File: src/rtl/arcanoid_game_ctl.sv
// Arkanoid game sequencer: serve/hold control, lives, level, score
// and per-level block map reload, paced by vsync frame ticks.
module arcanoid_game_ctl #(
  parameter int NUM_BLOCKS   = 16,
  parameter int LIVES_INIT   = 3,
  parameter int PAUSE_FRAMES = 60,
  parameter int FLOOR_Y      = 760
) (
  input  logic                  pclk,
  input  logic                  reset,
  input  logic                  vsync_in,
  input  logic                  mouse_left,
  input  logic [11:0]           ball_y,
  input  logic [NUM_BLOCKS-1:0] blocks_in,
  output logic                  ball_hold,
  output logic                  serve,
  output logic                  blocks_load,
  output logic [NUM_BLOCKS-1:0] blocks_init,
  output logic [1:0]            lives,
  output logic [1:0]            level,
  output logic [15:0]           score,
  output logic [2:0]            game_state
);

  localparam int CW = $clog2(PAUSE_FRAMES + 1);
  localparam int AW = $clog2(NUM_BLOCKS + 1);

  typedef enum logic [2:0] {
    S_BOOT  = 3'd0,
    S_LOAD  = 3'd1,
    S_READY = 3'd2,
    S_PLAY  = 3'd3,
    S_LOST  = 3'd4,
    S_CLEAR = 3'd5,
    S_OVER  = 3'd6
  } state_e;

  state_e                state_q, state_d;
  logic [1:0]            lives_q, lives_d;
  logic [1:0]            level_q, level_d;
  logic [15:0]           score_q, score_d;
  logic [CW-1:0]         cnt_q, cnt_d;
  logic                  serve_q, serve_d;
  logic                  load_q, load_d;
  logic                  s1_q, s2_q, s3_q;
  logic                  vs_q;
  logic [NUM_BLOCKS-1:0] prev_q;

  logic                  click;
  logic                  tick;
  logic [NUM_BLOCKS-1:0] gone;
  logic [AW-1:0]         addend;
  logic [16:0]           sum;

  assign click = s2_q & ~s3_q;
  assign tick  = vsync_in & ~vs_q;
  assign gone  = prev_q & ~blocks_in;

  always_comb begin
    addend = '0;
    for (int i = 0; i < NUM_BLOCKS; i++)
      addend = addend + AW'(gone[i]);
  end

  assign sum = {1'b0, score_q} + 17'(addend);

  always_comb begin
    state_d = state_q;
    lives_d = lives_q;
    level_d = level_q;
    score_d = score_q;
    cnt_d   = cnt_q;
    serve_d = 1'b0;
    if (state_q == S_PLAY)
      score_d = sum[16] ? 16'hFFFF : sum[15:0];
    unique case (state_q)
      S_BOOT:  state_d = S_LOAD;
      S_LOAD:  state_d = S_READY;
      S_READY: begin
        if (click) begin
          state_d = S_PLAY;
          serve_d = 1'b1;
        end
      end
      S_PLAY: begin
        // A cleared board beats a simultaneous floor hit
        if (blocks_in == '0) begin
          state_d = S_CLEAR;
          level_d = level_q + 2'd1;
          cnt_d   = '0;
        end else if (ball_y >= 12'(FLOOR_Y)) begin
          state_d = S_LOST;
          lives_d = lives_q - 2'd1;
          cnt_d   = '0;
        end
      end
      S_LOST: begin
        if (lives_q == 2'd0) begin
          state_d = S_OVER;
        end else if (tick) begin
          cnt_d = cnt_q + CW'(1);
          if (cnt_d == CW'(PAUSE_FRAMES))
            state_d = S_READY;
        end
      end
      S_CLEAR: begin
        if (tick) begin
          cnt_d = cnt_q + CW'(1);
          if (cnt_d == CW'(PAUSE_FRAMES))
            state_d = S_LOAD;
        end
      end
      S_OVER: begin
        if (click) begin
          lives_d = 2'(LIVES_INIT);
          level_d = 2'd0;
          score_d = 16'd0;
          state_d = S_LOAD;
        end
      end
      default: state_d = S_BOOT;
    endcase
    load_d = (state_d == S_LOAD);
  end

  always_ff @(posedge pclk or negedge reset) begin
    if (!reset) begin
      state_q <= S_BOOT;
      lives_q <= 2'(LIVES_INIT);
      level_q <= 2'd0;
      score_q <= 16'd0;
      cnt_q   <= '0;
      serve_q <= 1'b0;
      load_q  <= 1'b0;
      s1_q    <= 1'b0;
      s2_q    <= 1'b0;
      s3_q    <= 1'b0;
      vs_q    <= 1'b0;
      prev_q  <= '0;
    end else begin
      state_q <= state_d;
      lives_q <= lives_d;
      level_q <= level_d;
      score_q <= score_d;
      cnt_q   <= cnt_d;
      serve_q <= serve_d;
      load_q  <= load_d;
      s1_q    <= mouse_left;
      s2_q    <= s1_q;
      s3_q    <= s2_q;
      vs_q    <= vsync_in;
      prev_q  <= blocks_in;
    end
  end

  always_comb begin
    blocks_init = '0;
    unique case (level_q)
      2'd0: blocks_init = NUM_BLOCKS'(16'hFFFF);
      2'd1: blocks_init = NUM_BLOCKS'(16'h5A5A);
      2'd2: blocks_init = NUM_BLOCKS'(16'h0FF0);
      2'd3: blocks_init = NUM_BLOCKS'(16'hFFFF);
      default: blocks_init = '0;
    endcase
  end

  assign ball_hold   = (state_q != S_PLAY);
  assign serve       = serve_q;
  assign blocks_load = load_q;
  assign lives       = lives_q;
  assign level       = level_q;
  assign score       = score_q;
  assign game_state  = state_q;

endmodule
File: config.mk
export PLATFORM = sky130hd
export DESIGN_NAME = arcanoid_game_ctl
export DESIGN_NICKNAME = d
export VERILOG_FILES = /design/src/rtl/arcanoid_game_ctl.sv
export SDC_FILE = /design/constraint.sdc
export NUM_CORES = 1
export LEC_CHECK = 0
export BUFFER_PORTS_ARGS = -buffer_cell sky130_fd_sc_hd__buf_4
export CAP_MARGIN = 20
export CELL_PAD_IN_SITES_DETAIL_PLACEMENT = 0
export CELL_PAD_IN_SITES_GLOBAL_PLACEMENT = 1
export CORE_ASPECT_RATIO = 1.75
export CORE_MARGIN = 2
export CORE_UTILIZATION = 44
export CTS_CLUSTER_SIZE = 40
export DETAILED_ROUTE_END_ITERATION = 7
export GPL_TIMING_DRIVEN = 1
export PLACE_DENSITY_LB_ADDON = 0.25
export SETUP_SLACK_MARGIN = 0.3
export SLEW_MARGIN = 20
export SYNTH_ARGS = -nofsm -noshare
export SYNTH_HDL_FRONTEND = slang
export SYNTH_SLANG_ARGS = --single-unit
export TNS_END_PERCENT = 5
File: constraint.sdc
create_clock -name pclk -period 10.8 [get_ports pclk]
set_input_delay 0.54 -clock pclk [delete_from_list [all_inputs] [get_ports pclk]]
set_output_delay 0.54 -clock pclk [all_outputs]
set_load 0.1 [all_outputs]
-- Word level (Yosys, flattened, before mapping)
Index checks and enable logic that the tools add are counted.
- add/subtract/negate cells: 19
- bitwise operators: 6
- equality and inequality tests: 18
- $lt $le $gt $ge: 1
- mux-type cells: 29
- reductions and logical operators: 10
- operators by type and width (kind ; count):
    two-way mux 16 bit ; 4
    adder 5 x 1 -> 5 bit ; 11
    case mux 16 bit (3 select lines) ; 1
    two-way mux 3 bit ; 9
    two-way mux 6 bit ; 4
    case mux 3 bit (7 select lines) ; 1
    case mux 6 bit (3 select lines) ; 1
    adder 16 x 5 -> 17 bit ; 1
    AND 16 bit ; 1
    logical NOT 16 bit ; 1
    NOT 16 bit ; 1
    greater-or-equal comparator 12 x 10 -> 1 bit (second input constant) ; 1
    two-way mux 2 bit ; 5
    equality test 3 bit (second input constant) ; 3
    case mux 2 bit (2 select lines) ; 2
    adder 6 x 1 -> 6 bit (second input constant) ; 1
    equality test 3 x 1 -> 1 bit (second input constant) ; 2
    equality test 3 x 2 -> 1 bit (second input constant) ; 2
    equality test 6 bit (second input constant) ; 1
    != test 2 bit (second input constant) ; 3
    AND reduction 3 bit ; 2
    adder 4 x 1 -> 5 bit ; 1
    adder 3 x 1 -> 4 bit ; 1
    equality test 2 bit (second input constant) ; 2
    17 further kinds ; 22
- bits in registers: 51
- word-level logic and storage cells: 95
- input bits: 32

-- Logic depth before layout (Yosys ltp)
- depth in word-level cells: 22
- depth in mapped cells: 16
- mapped depth without buffers: 15

-- Least setup slack after synthesis
No wires, ideal clock.
- path type: reg2reg
- start: reg score_q[0], in the netlist score[0]
- end: reg score_q[10], in the netlist score[10]
- setup slack: 5.750 ns
- library setup time: 0.094 ns
- stages on the path, launching flop included: 14
- required time: 10.706 ns
- arrival: 4.956 ns
- buffers on the path: 0
- path through: dfrtp_1 fa_1 inv_1 fa_1 fa_1 inv_1 fa_1 fa_1 fa_1 a21o_1 a31o_2 and2_1 and4_1 a211oi_1
- word-level cells in the longest chain between the ends: 5
- ends and longest elaborated chain (item ; RTL line ; RTL):
    start: declaration ; 41 ; logic [15:0] score_q, score_d;
    start signal: assignment ; 144 ; score_q <= score_d;
    adder 16 x 5 -> 17 bit * ; 65 ; assign sum = {1'b0, score_q} + 17'(addend);
    two-way mux 16 bit * ; 75 ; score_d = sum[16] ? 16'hFFFF : sum[15:0];
    two-way mux 16 bit * ; 74 ; if (state_q == S_PLAY)
    two-way mux 16 bit ; 114 ; if (click) begin
    two-way mux 16 bit * ; 76 ; unique case (state_q)
    via score_d[10] ; 41 ;
Mark *: on every way through the listed nets, which the timed path passes. The rest lies on a longest branch.
A chain may end at the register's enable or synchronous reset.

-- Worst setup path after layout
- start: in blocks_in[10]
- end: reg score_q[10], in the netlist score[10]
- word-level cells in the longest chain between the ends: 13
- ends and longest elaborated chain (item ; RTL line ; RTL):
    start: declaration ; 14 ; input logic [NUM_BLOCKS-1:0] blocks_in,
    NOT 16 bit * ; 57 ; assign gone = prev_q & ~blocks_in;
    AND 16 bit * ; 57 ;
    adder 5 x 1 -> 5 bit * (6 in a row) ; 62 ; addend = addend + AW'(gone[i]);
    adder 16 x 5 -> 17 bit * ; 65 ;
    two-way mux 16 bit * ; 75 ;
    two-way mux 16 bit * ; 74 ;
    two-way mux 16 bit ; 114 ;
    two-way mux 16 bit * ; 76 ;
    via score_d[10] ; 41 ;
Marks and branches as above.

==> flow_summary.ini <==
[outcome]
status = completed

[synthesis]
ys_ff_latch = 51
synth-main-ff-cell = dfrtp_1
syn_inst = 290
synth_area_um2 = 3010
yosysUniqueCellTypes = 59
synth_top_family_by_area = simple AND/OR/NAND/NOR gates
synth-warning-count = 0
synth_edf_count = 0
async_reset_ff_share_pct = 100
synth_fa_ha_area_share_pct = 13.0
synth-compound-area-share_pct = 14.0
synth_xor_xnor_area_share_pct = 1.45
yosysTopAreaCellShare_pct = 40.7
synth_top_area_cell = dfrtp_1
synthTopCellsByArea = dfrtp_1, fa_1, ha_1
synthMuxAreaShare_pct = 0.996
avgSynthCellArea_um2 = 10.4
synth_simple_gate_area_share_pct = 20.4
seq_area_frac_synth_pct = 42.4

[critical_path]
slowest_delay_ns = 0.54
crit_arrival_ns = 5.07
crit_start = blocks_in[10]
crit_path_end_kind = register
cp-start-kind = input port
worst-endpoint-required_ns = 10.99
crit_type = input port to register
worst_path_max_delay_cell = fa_1
r2r-start = prev_q[0]
crit_chain = buf_4 > nand2b_1 > fa_1 > inv_1 > fa_1 > inv_1 > fa_1 > inv_1 > fa_1 > fa_1 > fa_1 > a21o_1 > a31o_2 > and2_1 > and4_1 > a211oi_1
cp_max_fo = 6
cp_common_cell = fa_1

[grt]
gr-max-usage-layer = met2
first_global_vias = 2362
grt_max_degree = 52
overflow = 0
antenna_found_initial = 0
grt_use_total_pct = 19.8
grt_use_met2_pct = 34.9
grt_use_met3_pct = 3.85
gr-usage-met1_pct = 23.6
grt_pass1_wl_um = 11300

[clock_tree]
tritoncts = done
clkTransAtPathRegs_ns = 0.07
cts_buffers = 5
cts_setup_buffers = 0
cts_hold_buf = 0
cts_max_level = 2
clock-sinks = 51
clk_latency_ns = 0.29
post_cts_resized = 0
cts_buffer_depth = 2
cts_root_buffer = clkbuf_16

[layout]
drive_gt1_share_pct = 26.7
utilization_pct = 55.4
antenna_cells = 0
syn_to_final_growth_pct = 21.0
fin_nets = 403

[sta]
period_minus_slack_ns = 4.88
worst_pin_slew_ns = 0.820
max-slew-margin-rel_pct = 45.3
final_max_slew_viol_count = 0
hold_viol = 0
fin_crit_sh_pct = 45.2
rsz0062_at_grt = no
final.setup_skew_ns = 0.00256
fmax_mhz = 205
setup_viol = 0
fin_tns_setup_ns = 0
finalHoldWorstSlack_ns = 0.276
setup_slack_ns = 5.92

[die]
die_width_um = 66.6
start_util_pct = 45.8
core-area_um2 = 6590
fp.dieH_um = 113
ios = 74
rows = 39
dieArea_um2 = 7550

[pwr]
p_leak_nw = 1.74
power_switching_uw = 493
peakVddDrop_uv = 169
p_per_area_nw_per_um2 = 274
seqPwrFrac_pct = 26.9
p_comb_share_pct = 56.4
p_int_uw = 506
p_clk_share_pct = 16.8
power_uw = 999
p_sw_share_pct = 49.4

[drt]
wl_per_cell_um = 15.6
antenna_left = 0
vias = 2293
routed_via_density = 5.33
dr.pass1.iters = 6
drt_iter0_markers = 103
drc = 0
totalWireLength_um = 6710

[placement]
port_buffers = 66
dp_hpwl_um = 5050
globalplace.congestion = 0.771
post-place-ws_ns = 5.63

[hold_path]
hold_path_class = input port to asynchronous set/reset pin

[flow_run]
max_cap_violations = 0
-- cell families (layout without fill, tap and decap cells) --
logic type / after synthesis / in the layout
buffers and inverters: 43 / 98
other: 1 / 4
XOR/XNOR: 5 / 5
multiplexers: 3 / 3
adder cells (fa/ha/maj): 24 / 24
AND/OR/NAND/NOR: 99 / 99
flip-flops: 51 / 51
AO/OA/AOI/OAI: 64 / 64
-- critical path, delay by kind of cell --
| family | cells | cell delay [ns] |
|---|---|---|
| AOI/OAI and AO/OA | 3 | 0.75 |
| adders and majority gates | 6 | 2.94 |
| buffers and inverters | 4 | 0.29 |
| and+or+nand+nor | 3 | 0.55 |
-- power by group through the flow --
stage	combinational (mW)	sequential [mW]	clock, mW
2_1_floorplan	0.295	0.422	0
3_5_place_dp	0.567	0.272	0
3_3_place_gp	0.560	0.272	0
6_report	0.563	0.268	0.168
5_1_grt	0.623	0.275	0.181
4_1_cts	0.571	0.269	0.174
-- worst paths after layout --
kind / endpoint / slack [ns] / cells after the start
max: score[10] / 5.92 / 16
min: prev_q[12] / 0.28 / 1
max reg2reg: score[10] / 5.94 / 14
min reg2reg: s2_q / 0.37 / 0
max in group asynchronous: cnt_q[3] / 10.09 / 1
min in group pclk: s1_q / 0.36 / 1
-- layout make-up --
cell class              count  area [µm²]
fillers                   629        2940
multi-input cells         199        1520
flip-flops and latches     51        1280
repair buffers             66         495
clock buffers               7         153
well taps                  82         103
inverters                  24        92.6
clock inverters             1        7.51
-- cells in the mapped netlist (6+ instances only) --
cell	n
a21oi_1	12
a31oi_1	6
buf_4	13
dfrtp_1	49
fa_1	12
ha_1	12
inv_1	23
nand2_1	16
nand2b_1	9
nand3_1	9
nor2_1	15
nor2b_1	11
o21ai_0	18
-- metrics by stage --
| step | instances | cell area (µm²) |
|---|---|---|
| finish | 430 | 3650 |
| global route | 430 | 3650 |
| floorplan | 293 | 3030 |
| CTS | 430 | 3650 |
| global placement | 422 | 3490 |
| detailed placement | 422 | 3490 |
-- sequential cells by signal (all words and copies together) (netlist names) --
signal / cells
blocks_load: 1
cnt_q: 6
game_state: 3
level: 2
lives: 2
prev_q: 16
s1_q: 1
s2_q: 1
s3_q: 1
score: 16
serve: 1
vs_q: 1
-- placed cells by master (no fill, tap or decap), drive strengths merged, types with 4 or more instances in the layout --
master,instances
inv,24
ha,12
a31oi,6
buf,66
nand3,12
clkbuf,7
a21oi,12
fa,12
o21ai,18
nand2b,9
nor4,5
conb,4
and4,4
nor2,16
a211oi,5
nand2,16
and3,4
nor2b,11
nand4,6
dfrtp,49
a21o,5
-- per-layer routing --
metal  vias to the layer above  routed length (µm)
met5                         -                   0
met1                      1132                2650
met4                         0                  74
met2                        40                3750
met3                         4                 234
li1                       1117                   -
Note: power is estimated with default switching activity, not from simulation.
